**config.mk**
```make
export PLATFORM = sky130hd
export DESIGN_NAME = run_ctrl
export DESIGN_NICKNAME = d
export VERILOG_FILES = /design/src/rtl/run_ctrl.sv
export SDC_FILE = /design/constraint.sdc
export NUM_CORES = 1
export LEC_CHECK = 0
export BUFFER_PORTS_ARGS = -buffer_cell sky130_fd_sc_hd__buf_2
export CORE_UTILIZATION = 30
export DETAILED_ROUTE_END_ITERATION = 6
export PLACE_DENSITY = 0.52
export SYNTH_ARGS = -nofsm -noshare
export SYNTH_HDL_FRONTEND = slang
export SYNTH_SLANG_ARGS = --single-unit
```
**constraint.sdc**
```tcl
create_clock -name clk -period 2.88 [get_ports clk]
set_input_delay 0.144 -clock clk [delete_from_list [all_inputs] [get_ports clk]]
set_output_delay 0.144 -clock clk [all_outputs]
set_load 0.02 [all_outputs]
```
**src/rtl/run_ctrl.sv**
```systemverilog
// Run controller: streams an input block into data memory, runs the 8-bit core
// with a cycle budget, then streams a result block back out to the host.
module run_ctrl #(
  parameter int unsigned   AW      = 8,
  parameter int unsigned   DW      = 8,
  parameter int unsigned   CW      = 16,
  parameter logic [CW-1:0] MAX_CYC = 16'd4096
) (
  input  logic          clk,
  input  logic          reset,
  input  logic          start,
  input  logic [AW-1:0] ld_base,
  input  logic [AW:0]   ld_len,
  input  logic [AW-1:0] out_base,
  input  logic [AW:0]   out_len,
  input  logic          h_in_valid,
  input  logic [DW-1:0] h_in_data,
  output logic          h_in_ready,
  output logic          h_out_valid,
  output logic [DW-1:0] h_out_data,
  input  logic          h_out_ready,
  output logic          cpu_reset,
  input  logic          cpu_done,
  input  logic          cpu_mem_wr_en,
  input  logic [AW-1:0] cpu_mem_addr,
  input  logic [DW-1:0] cpu_mem_din,
  output logic [DW-1:0] cpu_mem_dout,
  output logic          mem_wr_en,
  output logic [AW-1:0] mem_addr,
  output logic [DW-1:0] mem_din,
  input  logic [DW-1:0] mem_dout,
  output logic          busy,
  output logic          run_done,
  output logic          timed_out,
  output logic [CW-1:0] cycles
);

  localparam logic [2:0] S_IDLE   = 3'd0;
  localparam logic [2:0] S_LOAD   = 3'd1;
  localparam logic [2:0] S_RUN    = 3'd2;
  localparam logic [2:0] S_UNLOAD = 3'd3;
  localparam logic [2:0] S_FIN    = 3'd4;

  localparam logic [AW:0] FULL_LEN = {1'b1, {AW{1'b0}}};
  localparam logic [AW:0] ONE_LEN  = {{AW{1'b0}}, 1'b1};
  localparam logic [CW-1:0] ONE_CYC = {{(CW-1){1'b0}}, 1'b1};

  typedef struct packed {
    logic [AW-1:0] ld_base;
    logic [AW-1:0] out_base;
    logic [AW:0]   ld_len;
    logic [AW:0]   out_len;
  } cfg_t;

  function automatic logic [AW:0] sat_len(input logic [AW:0] len);
    return (len > FULL_LEN) ? FULL_LEN : len;
  endfunction

  logic [2:0]    state_q, state_d;
  cfg_t          cfg_q, cfg_d;
  logic [AW:0]   idx_q, idx_d;
  logic [CW-1:0] cycles_q, cycles_d;
  logic          timed_out_q, timed_out_d;

  logic [AW:0]   ld_len_sat, out_len_sat;
  logic [CW-1:0] cycles_inc;
  logic          ld_last, out_last;

  assign ld_len_sat  = sat_len(ld_len);
  assign out_len_sat = sat_len(out_len);
  assign cycles_inc  = cycles_q + ONE_CYC;
  assign ld_last     = (idx_q == cfg_q.ld_len - ONE_LEN);
  assign out_last    = (idx_q == cfg_q.out_len - ONE_LEN);

  // One index serves both streams; it is re-zeroed whenever a stream starts.
  always_comb begin
    state_d     = state_q;
    cfg_d       = cfg_q;
    idx_d       = idx_q;
    cycles_d    = cycles_q;
    timed_out_d = timed_out_q;
    case (state_q)
      S_IDLE: begin
        if (start) begin
          cfg_d       = '{ld_base: ld_base, out_base: out_base,
                          ld_len: ld_len_sat, out_len: out_len_sat};
          idx_d       = '0;
          cycles_d    = '0;
          timed_out_d = 1'b0;
          state_d     = (ld_len_sat == '0) ? S_RUN : S_LOAD;
        end
      end
      S_LOAD: begin
        if (h_in_valid) begin
          if (ld_last) begin
            idx_d   = '0;
            state_d = S_RUN;
          end else begin
            idx_d = idx_q + ONE_LEN;
          end
        end
      end
      S_RUN: begin
        if (cpu_done) begin
          state_d = (cfg_q.out_len == '0) ? S_FIN : S_UNLOAD;
        end else begin
          cycles_d = cycles_inc;
          if (cycles_inc == MAX_CYC) begin
            timed_out_d = 1'b1;
            state_d     = (cfg_q.out_len == '0) ? S_FIN : S_UNLOAD;
          end
        end
      end
      S_UNLOAD: begin
        if (h_out_ready) begin
          if (out_last) state_d = S_FIN;
          else          idx_d   = idx_q + ONE_LEN;
        end
      end
      S_FIN:   state_d = S_IDLE;
      default: state_d = S_IDLE;
    endcase
  end

  always_ff @(posedge clk) begin
    if (reset) begin
      state_q     <= S_IDLE;
      cfg_q       <= '0;
      idx_q       <= '0;
      cycles_q    <= '0;
      timed_out_q <= 1'b0;
    end else begin
      state_q     <= state_d;
      cfg_q       <= cfg_d;
      idx_q       <= idx_d;
      cycles_q    <= cycles_d;
      timed_out_q <= timed_out_d;
    end
  end

  // Memory ownership mux; the core only ever sees the memory while in RUN.
  always_comb begin
    h_in_ready   = 1'b0;
    h_out_valid  = 1'b0;
    h_out_data   = '0;
    cpu_reset    = 1'b1;
    cpu_mem_dout = '0;
    mem_wr_en    = 1'b0;
    mem_addr     = '0;
    mem_din      = '0;
    run_done     = 1'b0;
    case (state_q)
      S_LOAD: begin
        h_in_ready = 1'b1;
        mem_wr_en  = h_in_valid;
        mem_addr   = cfg_q.ld_base + idx_q[AW-1:0];
        mem_din    = h_in_data;
      end
      S_RUN: begin
        cpu_reset    = 1'b0;
        mem_wr_en    = cpu_mem_wr_en;
        mem_addr     = cpu_mem_addr;
        mem_din      = cpu_mem_din;
        cpu_mem_dout = mem_dout;
      end
      S_UNLOAD: begin
        h_out_valid = 1'b1;
        mem_addr    = cfg_q.out_base + idx_q[AW-1:0];
        h_out_data  = mem_dout;
      end
      S_FIN:   run_done = 1'b1;
      default: ;
    endcase
  end

  assign busy      = (state_q != S_IDLE);
  assign timed_out = timed_out_q;
  assign cycles    = cycles_q;

endmodule

```
==> reports/qor.txt <==
Peak VDD IR - 0.3517 mV
via count - 4,397
first-pass GRT wire length - 20.75 mm
Avg Synthesized Cell Area - 7.500 um2
pin count of the biggest net entering global routing - 37
DIE WIDTH - 120.0 um
site row count - 42
number of remaining DRC errors - 0
LEAKAGE - 2.392 nW
R2R depth - 9
Synth Register Bits - 63
starting density of the core - 31.18%
GRT Util Overall - 18.34%
final setup fails - 0
fmax - 0.3659 GHz
RSZ-0062 raised after global routing - false
Crit Path Max Fanout - 5
H-tree lvl count - 3
Synth async-reset ratio - 0%
Root Buffer - clkbuf_16
placed cell area - 4971 um2
# port buffers - 127
CORE AREA - 13,400 um2
critical path type - reg2out
Setup Skew - 5.543 ps
diode count - 0
number of clock sinks - 63
total congestion overflow - 0
cts bufs inserted - 9
M3 GR Usage - 3.897%
vias in the first global route - 4,195
hold buffer count at cts - 0
fin cells - 860
cell area after layout - 5419 um2
Seq/Total Area, Yosys - 30.19%
CTS tree - yes
vias per cell - 5.113
critical path arrival - 2590 ps
Mapped Nets - 642
CTS max path bufs - 2
Syn. warnings - 0
Final Cycle Share - 94.89%
TritonRoute pass-1 iters - 4
Syn-to-layout area delta - 29.71%
EDFF count, synth - 0
min Tclk post-route - 2733 ps
Buf/Inv on CP - 2
delay-heaviest family, CP - compound AO/OA/AOI/OAI gates
Worst Hold Path Cells - 3
met1 Use GR - 23.23%
CP max-delay cell - fa_2
met2 Use GR - 30.10%
synth unique cells - 62
Placer Congestion - 0.8469
die area - 14,400 um2
GR peak layer - met2
Iteration-0 DRC Markers - 255
Hold Vio Cnt, Final - 0
status - completed
CP required - 2740 ps
critical path depth - 14
WL/cell - 14.99 um
PD cells - 718.1 nW/um2
most frequent cells in the layout - 126 x buf_2, 97 x nand2_1, 61 x dfxtp_1
DRT antenna net count - 0
Worst setup SP type - flop
Post-DP HPWL - 9.609 mm
slowest stage delay, CP - 360 ps
slew at the pin with the worst max-slew slack - 716.2 ps
Synth Flop Type - dfxtp_1
Worst slew margin - 52.25%
total power draw - 3.891 mW
max-slew violations - 0
Fin Hold WS - 38.65 ps
final setup TNS - 0 ps
fraction of layout cells with a size suffix above 1 - 28.07%
commonest non-fill, non-tap cell in the layout - buf_2
max-capacitance violation count - 0
crit path capture type - output pin
clock latency at the later pin of the worst-skew pair - 340 ps
final WL - 12.89 mm
post-synthesis cell area - 4178 um2
Hold Crit Class - in2reg
Critical Path, Cell by Cell - nor2b_4, nand2_4, clkinv_4, nand2_2, nand2_2, ha_4, fa_2, a21oi_2, o21bai_1, a21o_1, a21oi_2, xnor2_1, a22o_1, buf_4
Post-Synthesis Cells - 557
Reg clk slew, reported paths - 60 ps
initial antenna violation count - 0
Die Ht - 120.0 um
Top Ports - 128
nets - 764
Placed Cells - 838
-- Yosys cell counts (6+ instances only) --
library cell,instances,area (um2)
a22o_1,15,131.4
clkbuf_1,26,97.59
nand3b_1,16,120.1
xnor2_1,24,210.2
nand2_1,102,382.9
nand3_1,14,70.07
or3_1,6,37.54
dfxtp_1,63,1261
and3_1,19,118.9
nor2_1,43,161.4
xor2_1,13,113.9
nor3_1,18,90.09
a22oi_1,6,45.04
a21oi_1,61,305.3
inv_1,12,45.04
nor4_1,7,43.79
nand4_1,6,37.54
ha_1,11,137.6
o21ai_0,10,50.05
-- metrics by stage --
step	util [%]	setup WS (ps)
floorplan	-	10.44
global placement	37.10	113.6
detailed placement	37.10	11.96
CTS	40.19	32.95
global route	40.44	22.48
finish	40.44	147.1
-- report_power, final --
group / total (mW) / switching, mW / internal [mW] / leakage [nW]
clock network: 1.20 / 0.434 / 0.767 / 0.161
registers: 1.08 / 0.108 / 0.971 / 0.513
logic: 1.61 / 0.996 / 0.615 / 1.72
-- flip-flops by register name, indices dropped and copies added, names as in the netlist --
signal     cells
cycles        16
idx_q          9
state_q        3
cfg_q         34
timed_out      1
-- per-layer routing --
layer,wire length [um],vias to the layer above
met3,782,16
met1,5911,2048
met2,6002,116
met4,198,0
met5,0,-
li1,-,2217
-- path summary, 6_finish.rpt --
| kind | endpoint | slack, ps | startpoint |
|---|---|---|---|
| hold reg to reg | cfg_q[20] | 470 | cfg_q[20] |
| setup / recovery | mem_addr[6] | 150 | state_q[0] |
| setup reg to reg | state_q[2] | 280 | cycles[0] |
| hold / removal | cfg_q[22] | 40 | out_base[4] |
-- layout make-up --
cell class | instances | area, um2
sequential | 63 | 1264
tap | 176 | 220.2
clock inverter | 7 | 103.9
multi-input combinational | 444 | 2756
inverter | 13 | 53.80
fill | 1396 | 7981
clock buffer | 9 | 225.2
timing repair buffer | 148 | 795.8
-- what timing repair did --
item                                    in CTS  in global routing
buffers inserted                             5                  1
gates resized for setup                     12                  8
endpoints found under the setup margin       4                  2
pin swaps                                    7                  8
-- kinds of logic (layout without fill, tap and decap cells) --
kind of cell / after synthesis / after routing / synth area share [%]
AO/OA/AOI/OAI: 130 / 130 / 20.61
XOR/XNOR: 37 / 37 / 7.757
adder cells (fa/ha/maj): 12 / 12 / 3.774
buffers and inverters: 50 / 177 / 5.451
flip-flops: 63 / 63 / 30.19
multiplexers: 5 / 5 / 1.198
AND/OR/NAND/NOR: 260 / 260 / 31.03
-- worst register-to-register path, cell delays in order (launching register included) --
cell       delay [ps]
dfxtp_1           410
ha_1              270
nand2_1           160
or4_1             570
xnor2_1           220
o2111ai_1         150
nor3_1            280
nand2b_1          200
nand2_1            70
nor4_2            180
No activity file was read; power rests on OpenSTA's default activity.
